**src/rtl/crdma_dim3_if.sv**
```systemverilog
// Bundle of descriptor, address, read-return and stream-out handshakes for crdma_dim3.
// master is the DMA engine side; slave is the system/testbench side.
interface crdma_dim3_if #(
  parameter int AW = 32,
  parameter int DW = 64,
  parameter int SW = 8
) ();
  logic [AW-1:0] desc_base;
  logic [SW-1:0] desc_dim0_size;
  logic [SW-1:0] desc_dim0_step;
  logic [SW-1:0] desc_dim1_size;
  logic [SW-1:0] desc_dim1_step;
  logic [SW-1:0] desc_dim2_size;
  logic [SW-1:0] desc_dim2_step;
  logic          desc_valid;
  logic          desc_ready;

  logic [AW-1:0] addr;
  logic          addr_first;
  logic          addr_last;
  logic          addr_valid;
  logic          addr_ready;

  logic [DW-1:0] m_data;
  logic          m_valid;
  logic          m_ready;

  logic [DW-1:0] s_data;
  logic          s_first;
  logic          s_last;
  logic          s_valid;
  logic          s_ready;

  modport master (
    input  desc_base, desc_dim0_size, desc_dim0_step, desc_dim1_size,
           desc_dim1_step, desc_dim2_size, desc_dim2_step, desc_valid,
    output desc_ready,
    output addr, addr_first, addr_last, addr_valid,
    input  addr_ready,
    input  m_data, m_valid,
    output m_ready,
    output s_data, s_first, s_last, s_valid,
    input  s_ready
  );

  modport slave (
    output desc_base, desc_dim0_size, desc_dim0_step, desc_dim1_size,
           desc_dim1_step, desc_dim2_size, desc_dim2_step, desc_valid,
    input  desc_ready,
    input  addr, addr_first, addr_last, addr_valid,
    output addr_ready,
    output m_data, m_valid,
    input  m_ready,
    input  s_data, s_first, s_last, s_valid,
    output s_ready
  );
endinterface

```
**src/rtl/crdma_dim3.sv**
```systemverilog
// 3-D strided read DMA: walks a descriptor's address space and streams returned data in order.
// Define CRDMA_DIM3_PERF_EN to add saturating busy/stall cycle counters.
module crdma_dim3 #(
  parameter int AW    = 32,
  parameter int DW    = 64,
  parameter int SW    = 8,
  parameter int MAXOS = 8
) (
  input  logic               clk,
  input  logic               rst,
  crdma_dim3_if.master       bus,
  output logic               busy
`ifdef CRDMA_DIM3_PERF_EN
  ,
  output logic [31:0]        perf_busy_cyc,
  output logic [31:0]        perf_stall_cyc
`endif
);

  localparam int TW = 3 * SW;
  localparam logic [7:0] MAXOS_L = 8'(MAXOS);

  typedef enum logic [1:0] {IDLE, GEN, DRAIN} state_t;

  state_t        state;
  state_t        state_nxt;

  logic [SW-1:0] sz0, sz1, sz2;
  logic [SW-1:0] st0, st1, st2;
  logic [SW-1:0] i0, i1, i2;
  logic [AW-1:0] addr_cur;
  logic [AW-1:0] row_base;
  logic [AW-1:0] plane_base;
  logic          first_pend;
  logic [TW-1:0] tot_m1;
  logic [TW-1:0] ret_cnt;
  logic [7:0]    outst;

  logic          desc_hs;
  logic          addr_hs;
  logic          s_hs;
  logic          at_last;
  logic [TW-1:0] ext0, ext1, ext2;
  logic [TW-1:0] tot_m1_nxt;
  logic [DW-1:0] ret_data;

  assign desc_hs = bus.desc_valid & bus.desc_ready;
  assign addr_hs = bus.addr_valid & bus.addr_ready;
  assign s_hs    = bus.s_valid & bus.s_ready;
  assign at_last = (i0 == sz0) && (i1 == sz1) && (i2 == sz2);

  // Beat count minus one; the product may wrap to zero at the maximum, and the -1 still lands right.
  assign ext0       = TW'(bus.desc_dim0_size) + TW'(1);
  assign ext1       = TW'(bus.desc_dim1_size) + TW'(1);
  assign ext2       = TW'(bus.desc_dim2_size) + TW'(1);
  assign tot_m1_nxt = (ext0 * ext1 * ext2) - TW'(1);

  assign busy           = (state != IDLE);
  assign bus.desc_ready = (state == IDLE);
  assign bus.addr_valid = (state == GEN) && (outst < MAXOS_L);
  assign bus.addr       = addr_cur;
  assign bus.addr_first = first_pend;
  assign bus.addr_last  = at_last;

  assign ret_data    = bus.m_data;
  assign bus.s_data  = ret_data;
  assign bus.s_valid = bus.m_valid && (state != IDLE);
  assign bus.m_ready = bus.s_ready && (state != IDLE);
  assign bus.s_first = (ret_cnt == '0);
  assign bus.s_last  = (ret_cnt == tot_m1);

  always_ff @(posedge clk) begin
    if (rst) state <= IDLE;
    else     state <= state_nxt;
  end

  // The final address and final return may share a cycle, in which case GEN skips DRAIN.
  always_comb begin
    state_nxt = state;
    case (state)
      IDLE:  if (desc_hs) state_nxt = GEN;
      GEN:   if (addr_hs && at_last) state_nxt = (s_hs && bus.s_last) ? IDLE : DRAIN;
      DRAIN: if (s_hs && bus.s_last) state_nxt = IDLE;
      default: state_nxt = IDLE;
    endcase
  end

  // Address walk keeps running row/plane bases so each step is a single add.
  always_ff @(posedge clk) begin
    if (rst) begin
      sz0 <= '0; sz1 <= '0; sz2 <= '0;
      st0 <= '0; st1 <= '0; st2 <= '0;
      i0 <= '0; i1 <= '0; i2 <= '0;
      addr_cur   <= '0;
      row_base   <= '0;
      plane_base <= '0;
      first_pend <= 1'b0;
      tot_m1     <= '0;
    end else if (desc_hs) begin
      sz0 <= bus.desc_dim0_size; st0 <= bus.desc_dim0_step;
      sz1 <= bus.desc_dim1_size; st1 <= bus.desc_dim1_step;
      sz2 <= bus.desc_dim2_size; st2 <= bus.desc_dim2_step;
      i0 <= '0; i1 <= '0; i2 <= '0;
      addr_cur   <= bus.desc_base;
      row_base   <= bus.desc_base;
      plane_base <= bus.desc_base;
      first_pend <= 1'b1;
      tot_m1     <= tot_m1_nxt;
    end else if (addr_hs) begin
      first_pend <= 1'b0;
      if (i0 != sz0) begin
        i0       <= i0 + SW'(1);
        addr_cur <= addr_cur + AW'(st0);
      end else if (i1 != sz1) begin
        i0       <= '0;
        i1       <= i1 + SW'(1);
        row_base <= row_base + AW'(st1);
        addr_cur <= row_base + AW'(st1);
      end else if (i2 != sz2) begin
        i0         <= '0;
        i1         <= '0;
        i2         <= i2 + SW'(1);
        plane_base <= plane_base + AW'(st2);
        row_base   <= plane_base + AW'(st2);
        addr_cur   <= plane_base + AW'(st2);
      end
    end
  end

  always_ff @(posedge clk) begin
    if (rst) begin
      ret_cnt <= '0;
      outst   <= '0;
    end else begin
      if (desc_hs)   ret_cnt <= '0;
      else if (s_hs) ret_cnt <= ret_cnt + TW'(1);
      case ({addr_hs, s_hs})
        2'b10:   outst <= outst + 8'd1;
        2'b01:   outst <= outst - 8'd1;
        default: outst <= outst;
      endcase
    end
  end

`ifdef CRDMA_DIM3_PERF_EN
  // Stall counts only throttled GEN cycles, not cycles waiting on addr_ready.
  always_ff @(posedge clk) begin
    if (rst) begin
      perf_busy_cyc  <= '0;
      perf_stall_cyc <= '0;
    end else begin
      if (busy && (perf_busy_cyc != '1))
        perf_busy_cyc <= perf_busy_cyc + 32'd1;
      if ((state == GEN) && (outst >= MAXOS_L) && (perf_stall_cyc != '1))
        perf_stall_cyc <= perf_stall_cyc + 32'd1;
    end
  end
`endif

endmodule

```
**src/flat_wrapper.sv**
```systemverilog
// flat-port wrapper written by rule: the top's interface ports become plain ports
module crdma_dim3_flat 
#(
  parameter int AW    = 32,
  parameter int DW    = 64,
  parameter int SW    = 8,
  parameter int MAXOS = 8
)
  (clk, rst, busy, bus_desc_base, bus_desc_dim0_size, bus_desc_dim0_step, bus_desc_dim1_size, bus_desc_dim1_step, bus_desc_dim2_size, bus_desc_dim2_step, bus_desc_valid, bus_desc_ready, bus_addr, bus_addr_first, bus_addr_last, bus_addr_valid, bus_addr_ready, bus_m_data, bus_m_valid, bus_m_ready, bus_s_data, bus_s_first, bus_s_last, bus_s_valid, bus_s_ready);
  crdma_dim3_if #(.AW(AW), .DW(DW), .SW(SW)) bus_i ();
  input  logic clk;
  input  logic rst;
  output logic busy;
  input wire logic [$bits(bus_i.desc_base)-1:0] bus_desc_base;
  input wire logic [$bits(bus_i.desc_dim0_size)-1:0] bus_desc_dim0_size;
  input wire logic [$bits(bus_i.desc_dim0_step)-1:0] bus_desc_dim0_step;
  input wire logic [$bits(bus_i.desc_dim1_size)-1:0] bus_desc_dim1_size;
  input wire logic [$bits(bus_i.desc_dim1_step)-1:0] bus_desc_dim1_step;
  input wire logic [$bits(bus_i.desc_dim2_size)-1:0] bus_desc_dim2_size;
  input wire logic [$bits(bus_i.desc_dim2_step)-1:0] bus_desc_dim2_step;
  input wire logic [$bits(bus_i.desc_valid)-1:0] bus_desc_valid;
  output wire logic [$bits(bus_i.desc_ready)-1:0] bus_desc_ready;
  output wire logic [$bits(bus_i.addr)-1:0] bus_addr;
  output wire logic [$bits(bus_i.addr_first)-1:0] bus_addr_first;
  output wire logic [$bits(bus_i.addr_last)-1:0] bus_addr_last;
  output wire logic [$bits(bus_i.addr_valid)-1:0] bus_addr_valid;
  input wire logic [$bits(bus_i.addr_ready)-1:0] bus_addr_ready;
  input wire logic [$bits(bus_i.m_data)-1:0] bus_m_data;
  input wire logic [$bits(bus_i.m_valid)-1:0] bus_m_valid;
  output wire logic [$bits(bus_i.m_ready)-1:0] bus_m_ready;
  output wire logic [$bits(bus_i.s_data)-1:0] bus_s_data;
  output wire logic [$bits(bus_i.s_first)-1:0] bus_s_first;
  output wire logic [$bits(bus_i.s_last)-1:0] bus_s_last;
  output wire logic [$bits(bus_i.s_valid)-1:0] bus_s_valid;
  input wire logic [$bits(bus_i.s_ready)-1:0] bus_s_ready;
  assign bus_i.desc_base = bus_desc_base;
  assign bus_i.desc_dim0_size = bus_desc_dim0_size;
  assign bus_i.desc_dim0_step = bus_desc_dim0_step;
  assign bus_i.desc_dim1_size = bus_desc_dim1_size;
  assign bus_i.desc_dim1_step = bus_desc_dim1_step;
  assign bus_i.desc_dim2_size = bus_desc_dim2_size;
  assign bus_i.desc_dim2_step = bus_desc_dim2_step;
  assign bus_i.desc_valid = bus_desc_valid;
  assign bus_desc_ready = bus_i.desc_ready;
  assign bus_addr = bus_i.addr;
  assign bus_addr_first = bus_i.addr_first;
  assign bus_addr_last = bus_i.addr_last;
  assign bus_addr_valid = bus_i.addr_valid;
  assign bus_i.addr_ready = bus_addr_ready;
  assign bus_i.m_data = bus_m_data;
  assign bus_i.m_valid = bus_m_valid;
  assign bus_m_ready = bus_i.m_ready;
  assign bus_s_data = bus_i.s_data;
  assign bus_s_first = bus_i.s_first;
  assign bus_s_last = bus_i.s_last;
  assign bus_s_valid = bus_i.s_valid;
  assign bus_i.s_ready = bus_s_ready;
  crdma_dim3 #(.AW(AW), .DW(DW), .SW(SW), .MAXOS(MAXOS)) u_core (.clk(clk), .rst(rst), .bus(bus_i), .busy(busy));
endmodule
```
**config.mk**
```make
export PLATFORM = sky130hd
export DESIGN_NAME = crdma_dim3_flat
export DESIGN_NICKNAME = d
export VERILOG_FILES = /design/src/rtl/crdma_dim3_if.sv /design/src/rtl/crdma_dim3.sv /design/src/flat_wrapper.sv
export SDC_FILE = /design/constraint.sdc
export NUM_CORES = 1
export LEC_CHECK = 0
export ABC_AREA = 1
export CAP_MARGIN = 20
export CORE_ASPECT_RATIO = 1.4
export CORE_UTILIZATION = 30
export CTS_CLUSTER_DIAMETER = 100
export DETAILED_ROUTE_END_ITERATION = 8
export GPL_ROUTABILITY_DRIVEN = 0
export PLACE_DENSITY = 0.47
export SETUP_SLACK_MARGIN = 0.15
export SLEW_MARGIN = 10
export SYNTH_ARGS = -nofsm -noshare
export SYNTH_HDL_FRONTEND = slang
export SYNTH_SLANG_ARGS = --single-unit
```
**constraint.sdc**
```tcl
create_clock -name clk -period 11.9 [get_ports clk]
set_input_delay 1.19 -clock clk [delete_from_list [all_inputs] [get_ports clk]]
set_output_delay 1.19 -clock clk [all_outputs]
set_load 0.005 [all_outputs]
```
==> summary by stage <==
Placement
After legalization and detailed placement, the total HPWL measured 62.88 mm. The count of buffers inserted at the top-level ports is 126.

GRT
Global routing consumed, over all layers together, 20.86% of the routing resources. The final global-route overflow total is 0. The first global-routing pass estimated 123.3 mm of wire. The number of antenna violations at the first check in global routing was 1. The number of global-route vias before repair is 21,613. The pin count of the biggest net entering global routing is 67.

Yosys
The biggest area contributor in the post-synthesis netlist is dfxtp_1. In the post-synthesis netlist, the biggest area contributors are dfxtp_1 20%, fa_1 16%, nand2_1 13%, inv_1 9.1%, ha_1 7.3%. After synthesis the netlist holds a flip-flop and latch count of 227. The mean cell area of the mapped netlist is 6.883 um2. The Yosys step of the flow raised 0 warnings. The share of synthesized area in the top cell type comes to 20.04%.

In this run, synthesis inferred 0 flip-flops with an integrated enable. After synthesis, the share of flip-flops with an asynchronous set or reset is 0%. For this run, the leading register cell type out of synthesis is dfxtp_1.

The sequential-to-total area share from yosys stat is 20.04%. The net count after synthesis is 3,754. The synthesized instance count is 3,295. The cell area after synthesis is 0.02268 mm2. The number of unique standard cell types used by synthesis is 61.

Critical path
The maximum fanout along the worst path is 7. On the critical path, the stage with the largest delay is an instance of fa_1. In this design, the stage delay of the slowest critical-path cell is 0.58 ns. STA classifies the critical path endpoint as a flip-flop. STA puts the critical path data required time at 12.32 ns. The worst setup path category is input port to flip-flop. STA classifies the critical path startpoint as an input port. The data arrival at the endpoint of the critical path is 11.22 ns.

Layout
In the layout the commonest cells are 783 x nand2_1, 547 x inv_1, 281 x nor2_1, 227 x dfxtp_1, 192 x o21ai_0. The share of post-route cells with drive strength above 1 is 5.291%. The number of antenna diodes in the final layout is 0. The most common cell after layout, fill and taps aside is nand2_1. The area growth from synthesis to layout is 12.05%. The total number of nets in the final design is 3,784.

Clock tree
For the worst-skew pair, the clock arrives at the later sink with an insertion delay of 0.59 ns. TritonCTS built the clock tree. The hold buffer count at CTS is 0. After clock tree synthesis, the repair step resized 0 gates. The H-tree level count is 1. The number of clock sinks is 227.

Clock-pin slew was measured on the worst setup and hold paths at 0.06 ns. The clock buffer count from CTS is 27. The clock tree root driver cell is clkbuf_16. In this run the deepest clock path goes through 3 buffers.

The number of setup buffers added after CTS is 0.

Run
The tool flagged a number of max-cap violations equal to 0.

STA
The clock tree skew after final layout is 0.03573 ns. Setup violations remaining at the end of the flow were counted as 0. The post-route minimum period is 10.80 ns. Setup repair after global routing left no endpoint under its margin. The tightest slew margin relative to the limit is 31.48%. The highest attainable clock frequency is 92.59 MHz.

The number of failing hold endpoints at the final stage is 0. The post-route fraction of the period consumed by the critical path is 90.76%. The final max-slew violation count came to 0. The final setup TNS is 0 ns.

The worst-margin pin slew is 1.028 ns.

Die
The die boundary width is 234.4 um. The region available for standard cell placement spans 0.07441 mm2. In this run the vertical extent of the chip is 327.3 um. The number of I/O pins is 255. The die covers 0.07672 mm2. The floorplan has 118 rows.

The starting density of the core is 30.48%.

Detailed routing
The final routed wirelength across all metal layers is 78.72 mm. The detail route stage leaves a number of antenna-violating nets equal to 0. The first routing iteration left 1,008 violations. The average routed wire per standard cell is 18.29 um. For this block, the via count after detailed routing is 20,875. After detailed routing, the number of vias per cell comes to 4.849. In the routed design, unresolved DRC markers number 0. For this run, the detailed router's first-pass iteration total came to 5.

Run status
The flow ran to the end, and the final reports show no timing, DRC or antenna violations.

Hold path
The tightest min-delay check is of the flip-flop to flip-flop type.
[kinds of logic (layout without fill, tap and decap cells)]
family	after synthesis	in the layout	synth area share, %
xor gates and xnor gates	109	109	4.242
muxes	1	1	0.04413
and+or+nand+nor	1453	1453	28.00
AOI/OAI and AO/OA	478	478	11.61
DFF	227	227	20.04
adders and majority gates	309	309	22.87
buffers and inverters	718	768	13.20
[cell usage after synthesis, drive strengths merged (2+ instances only)]
cell	number
a211oi	4
a21boi	2
a21o	4
a21oi	148
a22o	4
a31oi	46
a41oi	4
and3	6
buf	93
clkbuf	56
clkinv	5
dfxtp	227
fa	176
ha	133
inv	564
nand2	801
nand3	183
nand3b	6
nand4	45
nor2	303
nor3	59
nor3b	5
nor4	18
o211ai	13
o21a	3
o21ai	211
o21bai	4
o221ai	3
o22ai	26
o31ai	2
or2	24
xnor2	35
xor2	74
[path summary, 6_finish.rpt]
kind	startpoint	endpoint	slack, ns	cells past startpoint
min	u_core.st0[3]	u_core.st0[3]	0.45	2
max	bus_desc_dim1_size[0]	u_core.tot_m1[20]	1.10	42
max reg2reg	u_core.state[0]	u_core.i0[2]	7.95	10
min reg2reg	u_core.st0[3]	u_core.st0[3]	0.45	2
[routing by layer]
layer / vias to the layer above / track usage (%) / wire length (um)
li1: 10437 / - / -
met1: 9875 / 22.56 / 30200
met2: 389 / 39.43 / 41530
met3: 172 / 1.828 / 2327
met4: 2 / 11.08 / 4645
met5: - / 0 / 13
[critical path: cells and delay by family]
kind	cells	cell delay, ns
compound gates	5	0.73
fa+ha+maj	11	5.33
buf+inv	10	1.39
simple gates	14	2.02
xor+xnor	2	0.55
[registers in the layout (all words and copies together) (netlist names)]
signal	count
u_core.bus.addr	32
u_core.bus.addr_first	1
u_core.i0	8
u_core.i1	8
u_core.i2	8
u_core.outst	8
u_core.plane_base	32
u_core.ret_cnt	24
u_core.row_base	32
u_core.st0	8
u_core.st1	8
u_core.st2	8
u_core.state	2
u_core.sz0	8
u_core.sz1	8
u_core.sz2	8
u_core.tot_m1	24
[final cells by class]
cell class / count / area [um2]
well taps: 960 / 1201
fillers: 8220 / 49000
inverters: 569 / 2138
clock buffers: 35 / 775.7
flip-flops and latches: 227 / 4544
repair buffers: 150 / 1441
multi-input cells: 2350 / 15170
clock inverters: 14 / 140.1
[through the flow]
step                worst slack (ns)  hold WS (ns)  utilization, %  instance area (um2)  std cells
CTS                            1.041        0.4565           34.14                25410       4305
global placement              0.6139        0.4410           32.91                24490       4256
global route                  0.1910        0.4732           34.15                25410       4305
floorplan                      1.716        0.4228               -                22680       3295
detailed placement            0.4683        0.4389           32.91                24490       4256
finish                         1.099        0.4532           34.15                25410       4305
Power is not shown: default switching activity piles up to over one toggle a cycle in this logic, so the estimate is an artifact.
